==> src/rtl/instr_fetch_ctrl.sv <==
// ---------------------------------------------------------------------------
// instr_fetch_ctrl
//
// Instruction fetch controller for the 8-bit core. Owns the program counter,
// drives the byte address of the combinational 4-byte instruction ROM and
// captures each 32-bit word into a 2-entry {pc, word} FIFO that is handed to
// the decoder over a valid/ready handshake. Execute-stage redirects flush the
// FIFO and reload the PC; an optional halt opcode stops fetching.
//
// Optional feature macro: FETCH_HALT_DETECT_EN
//   defined   : a pushed word whose first byte equals HALT_OPCODE moves the
//               FSM to HALT after that push; o_halted rises once it drains.
//   undefined : HALT_OPCODE is ignored, HALT is unreachable, o_halted = 0.
//
// Ports
//   i_clk            system clock, rising edge
//   i_reset          asynchronous, active-high reset
//   i_run            fetch enable
//   o_rom_addr       ROM byte address (current PC)
//   i_rom_b1..b4     ROM bytes at addr+0..+3, b1 most significant
//   o_instr          head-of-buffer word (0 when empty)
//   o_instr_pc       fetch address of the head word (0 when empty)
//   o_instr_valid    head word valid
//   i_instr_ready    decoder accepts the head word
//   i_redirect       one-cycle flush-and-jump pulse
//   i_redirect_pc    jump target
//   o_halted         halt reached and buffer drained
//   o_fetch_count    saturating count of pushed words since reset
// ---------------------------------------------------------------------------
module instr_fetch_ctrl #(
  parameter logic [7:0] RESET_PC    = 8'h00,
  parameter logic [7:0] HALT_OPCODE = 8'hFF
) (
  input  logic        i_clk,
  input  logic        i_reset,
  input  logic        i_run,
  output logic [7:0]  o_rom_addr,
  input  logic [7:0]  i_rom_b1,
  input  logic [7:0]  i_rom_b2,
  input  logic [7:0]  i_rom_b3,
  input  logic [7:0]  i_rom_b4,
  output logic [31:0] o_instr,
  output logic [7:0]  o_instr_pc,
  output logic        o_instr_valid,
  input  logic        i_instr_ready,
  input  logic        i_redirect,
  input  logic [7:0]  i_redirect_pc,
  output logic        o_halted,
  output logic [15:0] o_fetch_count
);

  typedef enum logic [1:0] {
    StIdle  = 2'd0,
    StFetch = 2'd1,
    StHalt  = 2'd2
  } state_e;

  state_e      r_state, w_state_d;
  logic [7:0]  r_pc, w_pc_d;
  logic [1:0]  r_count, w_count_d;
  // Entry 0 is always the head; entry 1 is kept at zero when not occupied so
  // the head reads back as zero once the buffer empties.
  logic [7:0]  r_pc0, r_pc1, w_pc0_d, w_pc1_d;
  logic [31:0] r_word0, r_word1, w_word0_d, w_word1_d;
  logic [15:0] r_fetch_count, w_fetch_count_d;

  logic [31:0] w_rom_word;
  logic        w_pop;
  logic        w_space;
  logic        w_push;
  logic        w_halt_hit;

  assign w_rom_word = {i_rom_b1, i_rom_b2, i_rom_b3, i_rom_b4};
  assign w_pop      = (r_count != 2'd0) && i_instr_ready;
  // A full buffer still accepts a push when the head leaves in the same cycle.
  assign w_space    = (r_count != 2'd2) || w_pop;
  assign w_push     = (r_state == StFetch) && i_run && !i_redirect && w_space;

`ifdef FETCH_HALT_DETECT_EN
  assign w_halt_hit = w_push && (i_rom_b1 == HALT_OPCODE);
`else
  logic w_unused_halt_opcode;
  assign w_unused_halt_opcode = ^HALT_OPCODE;
  assign w_halt_hit = 1'b0;
`endif

  // FSM next state
  always_comb begin
    w_state_d = r_state;
    unique case (r_state)
      StIdle: begin
        // A redirect is applied before run is considered.
        if (!i_redirect && i_run) w_state_d = StFetch;
      end
      StFetch: begin
        if (!i_run)          w_state_d = StIdle;
        else if (w_halt_hit) w_state_d = StHalt;
      end
      StHalt: begin
        if (i_redirect) w_state_d = i_run ? StFetch : StIdle;
      end
      default: w_state_d = StIdle;
    endcase
  end

  // Buffer, PC and counter next state
  always_comb begin
    w_count_d       = r_count;
    w_pc0_d         = r_pc0;
    w_pc1_d         = r_pc1;
    w_word0_d       = r_word0;
    w_word1_d       = r_word1;
    w_pc_d          = r_pc;
    w_fetch_count_d = r_fetch_count;

    if (i_redirect) begin
      // Any pop this cycle is already complete from the decoder's view; the
      // remaining contents are dropped.
      w_count_d = 2'd0;
      w_pc0_d   = 8'h00;
      w_pc1_d   = 8'h00;
      w_word0_d = 32'h0;
      w_word1_d = 32'h0;
      w_pc_d    = i_redirect_pc;
    end else begin
      case ({w_push, w_pop})
        2'b10: begin
          if (r_count == 2'd0) begin
            w_pc0_d   = r_pc;
            w_word0_d = w_rom_word;
          end else begin
            w_pc1_d   = r_pc;
            w_word1_d = w_rom_word;
          end
          w_count_d = r_count + 2'd1;
        end
        2'b01: begin
          w_pc0_d   = r_pc1;
          w_word0_d = r_word1;
          w_pc1_d   = 8'h00;
          w_word1_d = 32'h0;
          w_count_d = r_count - 2'd1;
        end
        2'b11: begin
          if (r_count == 2'd1) begin
            w_pc0_d   = r_pc;
            w_word0_d = w_rom_word;
          end else begin
            w_pc0_d   = r_pc1;
            w_word0_d = r_word1;
            w_pc1_d   = r_pc;
            w_word1_d = w_rom_word;
          end
        end
        default: ;
      endcase

      if (w_push) w_pc_d = r_pc + 8'd4;
    end

    if (w_push && (r_fetch_count != 16'hFFFF)) begin
      w_fetch_count_d = r_fetch_count + 16'd1;
    end
  end

  always_ff @(posedge i_clk or posedge i_reset) begin
    if (i_reset) begin
      r_state       <= StIdle;
      r_pc          <= RESET_PC;
      r_count       <= 2'd0;
      r_pc0         <= 8'h00;
      r_pc1         <= 8'h00;
      r_word0       <= 32'h0;
      r_word1       <= 32'h0;
      r_fetch_count <= 16'h0;
    end else begin
      r_state       <= w_state_d;
      r_pc          <= w_pc_d;
      r_count       <= w_count_d;
      r_pc0         <= w_pc0_d;
      r_pc1         <= w_pc1_d;
      r_word0       <= w_word0_d;
      r_word1       <= w_word1_d;
      r_fetch_count <= w_fetch_count_d;
    end
  end

  assign o_rom_addr    = r_pc;
  assign o_instr       = r_word0;
  assign o_instr_pc    = r_pc0;
  assign o_instr_valid = (r_count != 2'd0);
  assign o_fetch_count = r_fetch_count;

`ifdef FETCH_HALT_DETECT_EN
  assign o_halted = (r_state == StHalt) && (r_count == 2'd0);
`else
  assign o_halted = 1'b0;
`endif

endmodule

==> config.mk <==
export PLATFORM = sky130hd
export DESIGN_NAME = instr_fetch_ctrl
export DESIGN_NICKNAME = d
export VERILOG_FILES = /design/src/rtl/instr_fetch_ctrl.sv
export SDC_FILE = /design/constraint.sdc
export NUM_CORES = 1
export LEC_CHECK = 0
export BUFFER_PORTS_ARGS = -buffer_cell sky130_fd_sc_hd__buf_2
export CORE_AREA = 2 2 127 129
export DETAILED_ROUTE_END_ITERATION = 16
export DIE_AREA = 0 0 129 131
export PLACE_DENSITY = 0.55
export SETUP_SLACK_MARGIN = 0.2
export SYNTH_ARGS = -nofsm -noshare
export SYNTH_HDL_FRONTEND = slang
export SYNTH_SLANG_ARGS = --single-unit
==> constraint.sdc <==
create_clock -name i_clk -period 5.6 [get_ports i_clk]
set_clock_uncertainty 0.1 [all_clocks]
set_input_delay 1.4 -clock i_clk [delete_from_list [all_inputs] [get_ports i_clk]]
set_output_delay 1.4 -clock i_clk [all_outputs]
set_load 0.03 [all_outputs]
## Word-level counts from Yosys, hierarchy flattened

Index checks and enable logic that the tools add are counted.

- Logic and storage cells: 68
- RAM bits: 0
- Memories: 0
- Output and inout bits: 66
- Input port bits: 45
- Latch bits: 0
- Register bits: 108
- Bits in read-only memories: 0

- Shifts and indexed selects: 0
- Equal/unequal tests: 14
- Bitwise logic cells: 0
- Reductions and logical operators: 17
- Div/mod/pow operators: 0
- $mul: 0
- Order comparisons: 0
- Add/subtract/negate cells: 4
- Muxes and demuxes: 25

Operator list:

| operator | count |
|---|---|
| two-way mux 32 bit | 6 |
| one-hot mux 32 bit (3 select lines) | 2 |
| two-way mux 8 bit | 8 |
| one-hot mux 8 bit (3 select lines) | 2 |
| adder 16 x 1 -> 16 bit, second input constant | 1 |
| != test 16 bit, second input constant | 1 |
| != test 3 bit, second input constant | 3 |
| adder 8 x 3 -> 8 bit, second input constant | 1 |
| two-way mux 2 bit | 4 |
| != test 2 bit, second input constant | 4 |
| equality test 2 x 1 -> 1 bit, second input constant | 3 |
| equality test 2 bit, second input constant | 3 |
| logical AND 1 bit | 6 |
| one-hot mux 2 bit (3 select lines) | 1 |
| AND reduction 3 bit | 2 |
| zero test 2 bit | 2 |
| one-hot mux 2 bit (2 select lines) | 1 |
| nonzero test 2 bit | 2 |
| nonzero test 4 bit | 1 |
| nonzero test 3 bit | 1 |
| adder 2 x 1 -> 2 bit, second input constant | 1 |
| AND reduction 2 bit | 1 |
| subtractor 2 x 1 -> 2 bit, second input constant | 1 |
| zero test 1 bit | 1 |
| other kinds (2) | 2 |

## Logic depth before layout (Yosys ltp)

- Depth after elaboration: 7
- Mapped depth: 8
- Gate-level depth less buffers: 6

## Worst setup path after synthesis

Ideal clock, no wire load.

- Kind: input-to-reg
- From: input i_redirect
- To: register r_fetch_count[15], in the netlist o_fetch_count[15]
- Library setup time: 128 ps
- Cell stages on the path: 5
- Arrival time: 2438 ps
- Path slack: 2934 ps
- Data required time: 5372 ps
- Buffers on the path: 1
- Cells stage by stage: buf_2 > nand3b_4 > a211oi_4 > nand4_1 > mux2_1

- Cells in the longest elaborated chain, start to end: 4

RTL lines:

| what | RTL line | text |
|---|---|---|
| from (decl) | 46 | `input logic i_redirect,` |
| zero test 1 bit | 77 | `assign w_push = (r_state == StFetch) && i_run && !i_redirect && w_space;` |
| logical AND 1 bit (2 in series) | 77 |  |
| logical AND 1 bit | 161 | `if (w_push && (r_fetch_count != 16'hFFFF)) begin` |
| to (signal assigned) | 184 | `r_fetch_count <= w_fetch_count_d;` |
| to (decl) | 65 | `logic [15:0] r_fetch_count, w_fetch_count_d;` |

No other way between the ends.
A chain may end at the register's enable or synchronous reset.

## Worst setup path after layout

- From: input i_run
- To: register r_word1[24]

- Cells in the longest elaborated chain, start to end: 6
- Elaborated cells between the ends (all ways): 12
- Those cells by class: 5 x eq/ne; 2 x mux; 5 x reduce/logical

RTL lines:

| what | RTL line | text |
|---|---|---|
| from (decl) | 36 | `input logic i_run,` |
| logical AND 1 bit * (3 in series) | 77 |  |
| equality test 2 bit or equality test 2 x 1 -> 1 bit (tied branches) | 126 | `case ({w_push, w_pop})` |
| != test 3 bit (no line) (tied with other cells) | -- |  |
| AND reduction 3 bit (no line) or two-way mux 32 bit (tied branches) | -- |  |
| to (signal assigned) | 183 | `r_word1 <= w_word1_d;` |
| to (decl) | 64 | `logic [31:0] r_word0, r_word1, w_word0_d, w_word1_d;` |

Every way passes the cells marked *; elsewhere a longest branch is shown, timed or not.

==> results.yml <==
status:
  status: "complete, no violations"
sta:
  period_needed_ns: 3.31
  rsz0062_at_grt: "no"
  fin_tns_setup_ns: 0
  post-route-period-util_pct: 59.0
  finalSetupViolations: 0
  drv_slew: 0
  worst_slack_ns: 2.29
  hold_viol: 0
  max_freq_mhz: 302
  worst_pin_slew_ns: 1.09
  slew_headroom_pct: 27.4
global_route:
  grt_antenna_before_repair: 0
  grt_max_degree: 79
  grt_pass1_vias: 4048
  grt_use_total_pct: 15.6
  grt_pass1_wl_um: 20700
  gr-total-overflow: 0
worst_setup_path:
  r2r_slack_ns: 2.47
  path_cells: "buf_2 -> and3b_1 -> nand2b_1 -> a21oi_4 -> buf_4 -> mux2i_1"
  critPathTopFamily: "compound AO/OA/AOI/OAI gates"
  cpPeakStageDelay_ns: 0.78
  arrival_ns: 3.47
  start_kind: "input port"
  crit_buf_inv: 2
  cpMaxStageDelayCell: "a21oi_4"
  crit_end: "r_word1[24]$_DFFE_PP0P_"
  r2r-start: "r_count[0]$_DFFE_PP0P_"
  cp-end-kind: "flip-flop"
  cp.depth: 6
  cp.required_ns: 5.76
  timing.rr.end: "o_instr[3]$_DFFE_PP0P_"
  critical_path_peak_fanout: 22
  crit_type: "in -> reg"
  ff2ff_path_depth: 7
  startpoint: "i_run"
clock_network:
  cts_buffers: 9
  cts_tree: "yes"
  cts_resized: 0
  cts_setup_buffers: 0
  cts_buffer_depth: 2
  cts.sinks: 107
  postCtsHoldBufs: 0
  root_buffer: "clkbuf_16"
  h-tree-depth: 3
  clk_pin_slew_ns: 0.07
  clock_latency_ns: 0.34
place:
  place_area_mm2: 0.00603
  placed_cells: 796
  place_ws_ns: 1.90
  place.gp.congestion: 0.806
  dp_hpwl_um: 8390
  port_buffers: 109
detailed_routing:
  drt_iter0_drc: 171
  vias: 3853
  wirelength_um: 12500
  dr.pass1.iters: 4
  avgViaCountPerCell: 4.75
  drc: 0
  post_drt_wl_per_cell_um: 15.4
  final_antenna_net_count: 0
logic_synthesis:
  synth_top_area_share_pct: 50.6
  synth_top_area_cell: "dfrtp_1"
  synth-edff-count: 0
  async_reset_ff_share_pct: 100
  ys_types: 48
  syn_avg_cell_area_um2: 10.7
  yosys_warnings: 0
  synth_nets: 547
  netlist_area_mm2: 0.00530
  ys_ff_latch: 107
  synthFlopType: "dfrtp_1"
  synthCells: 497
  yosysSeqAreaShare_pct: 50.6
  ys_top_cells_by_area: "dfrtp_1 51%, mux2i_1 16%, nand2_1 6.7%"
floorplan:
  core_mm2: 0.0156
  pin_count: 111
  die_area_mm2: 0.0169
  die_width_um: 129
  row_count: 46
  die_h_um: 131
  initial_utilization_pct: 34.0
final_layout:
  drive_gt1_share_pct: 24.7
  layout-area-overhead-vs-synth_pct: 19.4
  nFillCells: 1531
  fin_cells: 811
  n_antenna_cell: 0
  regArea_mm2: 0.00268
  final_nets: 641
  multi_input_area_mm2: 0.00246
  finalInstanceArea_mm2: 0.00632
power:
  power_density_mw_per_mm2: 358
  p_leak_nw: 3.14
  ir_worst_vdd_v: 0.000308
worst_hold_path:
  hold_class: "reg -> reg"
flow_run:
  maxCapViolCount: 0
flip-flops by register name, indices dropped and copies added (netlist names):
| signal | count |
|---|---|
| r_pc1 | 8 |
| o_fetch_count | 16 |
| r_state | 1 |
| r_word1 | 32 |
| o_rom_addr | 8 |
| o_instr | 32 |
| o_instr_pc | 8 |
| r_count | 2 |
how the worst min path moves through the flow:
| stage | startpoint | to | slack [ns] | cells after the start |
|---|---|---|---|---|
| global route | o_instr[18]$_DFFE_PP0P_ | o_instr[18]$_DFFE_PP0P_ | 0.41 | 2 |
| CTS | o_instr[16]$_DFFE_PP0P_ | o_instr[16]$_DFFE_PP0P_ | 0.39 | 2 |
| floorplan | r_pc1[7]$_DFFE_PP0P_ | r_pc1[7]$_DFFE_PP0P_ | 0.41 | 2 |
| finish | o_instr[18]$_DFFE_PP0P_ | o_instr[18]$_DFFE_PP0P_ | 0.38 | 2 |
| detailed placement | o_instr[16]$_DFFE_PP0P_ | o_instr[16]$_DFFE_PP0P_ | 0.37 | 2 |
| global placement | o_instr[16]$_DFFE_PP0P_ | o_instr[16]$_DFFE_PP0P_ | 0.36 | 2 |
through the flow:
step | total power, mW | hold WS (ns) | utilization [%]
floorplan | 1.45 | 0.413 | -
global placement | 1.63 | 0.363 | 38.6
detailed placement | 1.64 | 0.370 | 38.6
CTS | 2.29 | 0.386 | 40.5
global route | 2.39 | 0.410 | 40.5
finish | 2.26 | 0.377 | 40.5
layout by cell type, fill, tap and decap left out, types with 5 or more instances in the layout:
cell,instances
clkbuf_16,9
mux2i_1,84
buf_2,109
o21ai_1,44
buf_4,5
nand4_1,7
nand2b_1,41
inv_1,7
nand2_1,94
xnor2_1,12
xor2_1,6
ha_1,5
nand3_1,8
dfrtp_1,107
tightest hold or removal path, stage by stage, from the launching register on:
cell and delay (ns):
dfrtp_1 0.34, nand2_1 0.05, o21ai_1 0.06
power breakdown:
group          switching (mW)  internal [mW]  total [mW]
Clock                   0.272          0.369       0.641
Combinational           0.430          0.220       0.650
Sequential             0.0885          0.881       0.970
Total                   0.791           1.47        2.26
Yosys cell counts (2+ instances only):
master,instances
a211oi_2,2
a21oi_1,4
buf_2,16
buf_4,7
clkbuf_1,7
dfrtp_1,107
ha_1,5
inv_1,8
mux2_1,2
mux2_2,3
mux2i_1,84
nand2_1,94
nand2b_1,41
nand3_1,8
nand4_1,7
nand4b_1,2
nor2_1,4
nor2b_1,2
nor3_1,4
nor4_2,2
o21ai_1,45
xnor2_1,12
xor2_1,6
metal layers:
layer / share of wire [%] / vias up / global-route usage (%)
li1: - / 1875 / -
met1: 49 / 1890 / 21.5
met2: 46 / 77 / 25.1
met3: 3.5 / 11 / 2.44
met4: 1.3 / 0 / 5.37
met5: 0 / - / 0
cell families (layout without fill, tap and decap cells):
family | after synthesis | count (layout) | share of synthesized area (%)
AND/OR/NAND/NOR | 177 | 177 | 17.4
flip-flops | 107 | 107 | 50.6
multiplexers | 89 | 89 | 16.9
AO/OA/AOI/OAI | 61 | 61 | 7.23
buffers and inverters | 39 | 137 | 3.64
XOR/XNOR | 18 | 18 | 2.98
adder cells (fa/ha/maj) | 5 | 5 | 1.18
other | 1 | 1 | 0.0708
layout make-up:
| class | instances | area share (%) |
|---|---|---|
| timing repair buffer | 114 | 9.22 |
| clock inverter | 2 | 0.554 |
| clock buffer | 13 | 4.12 |
| sequential | 107 | 42.4 |
| tap | 216 | 4.27 |
| multi-input combinational | 351 | 39.0 |
| inverter | 8 | 0.515 |
Note: power is estimated with default switching activity, not from simulation.
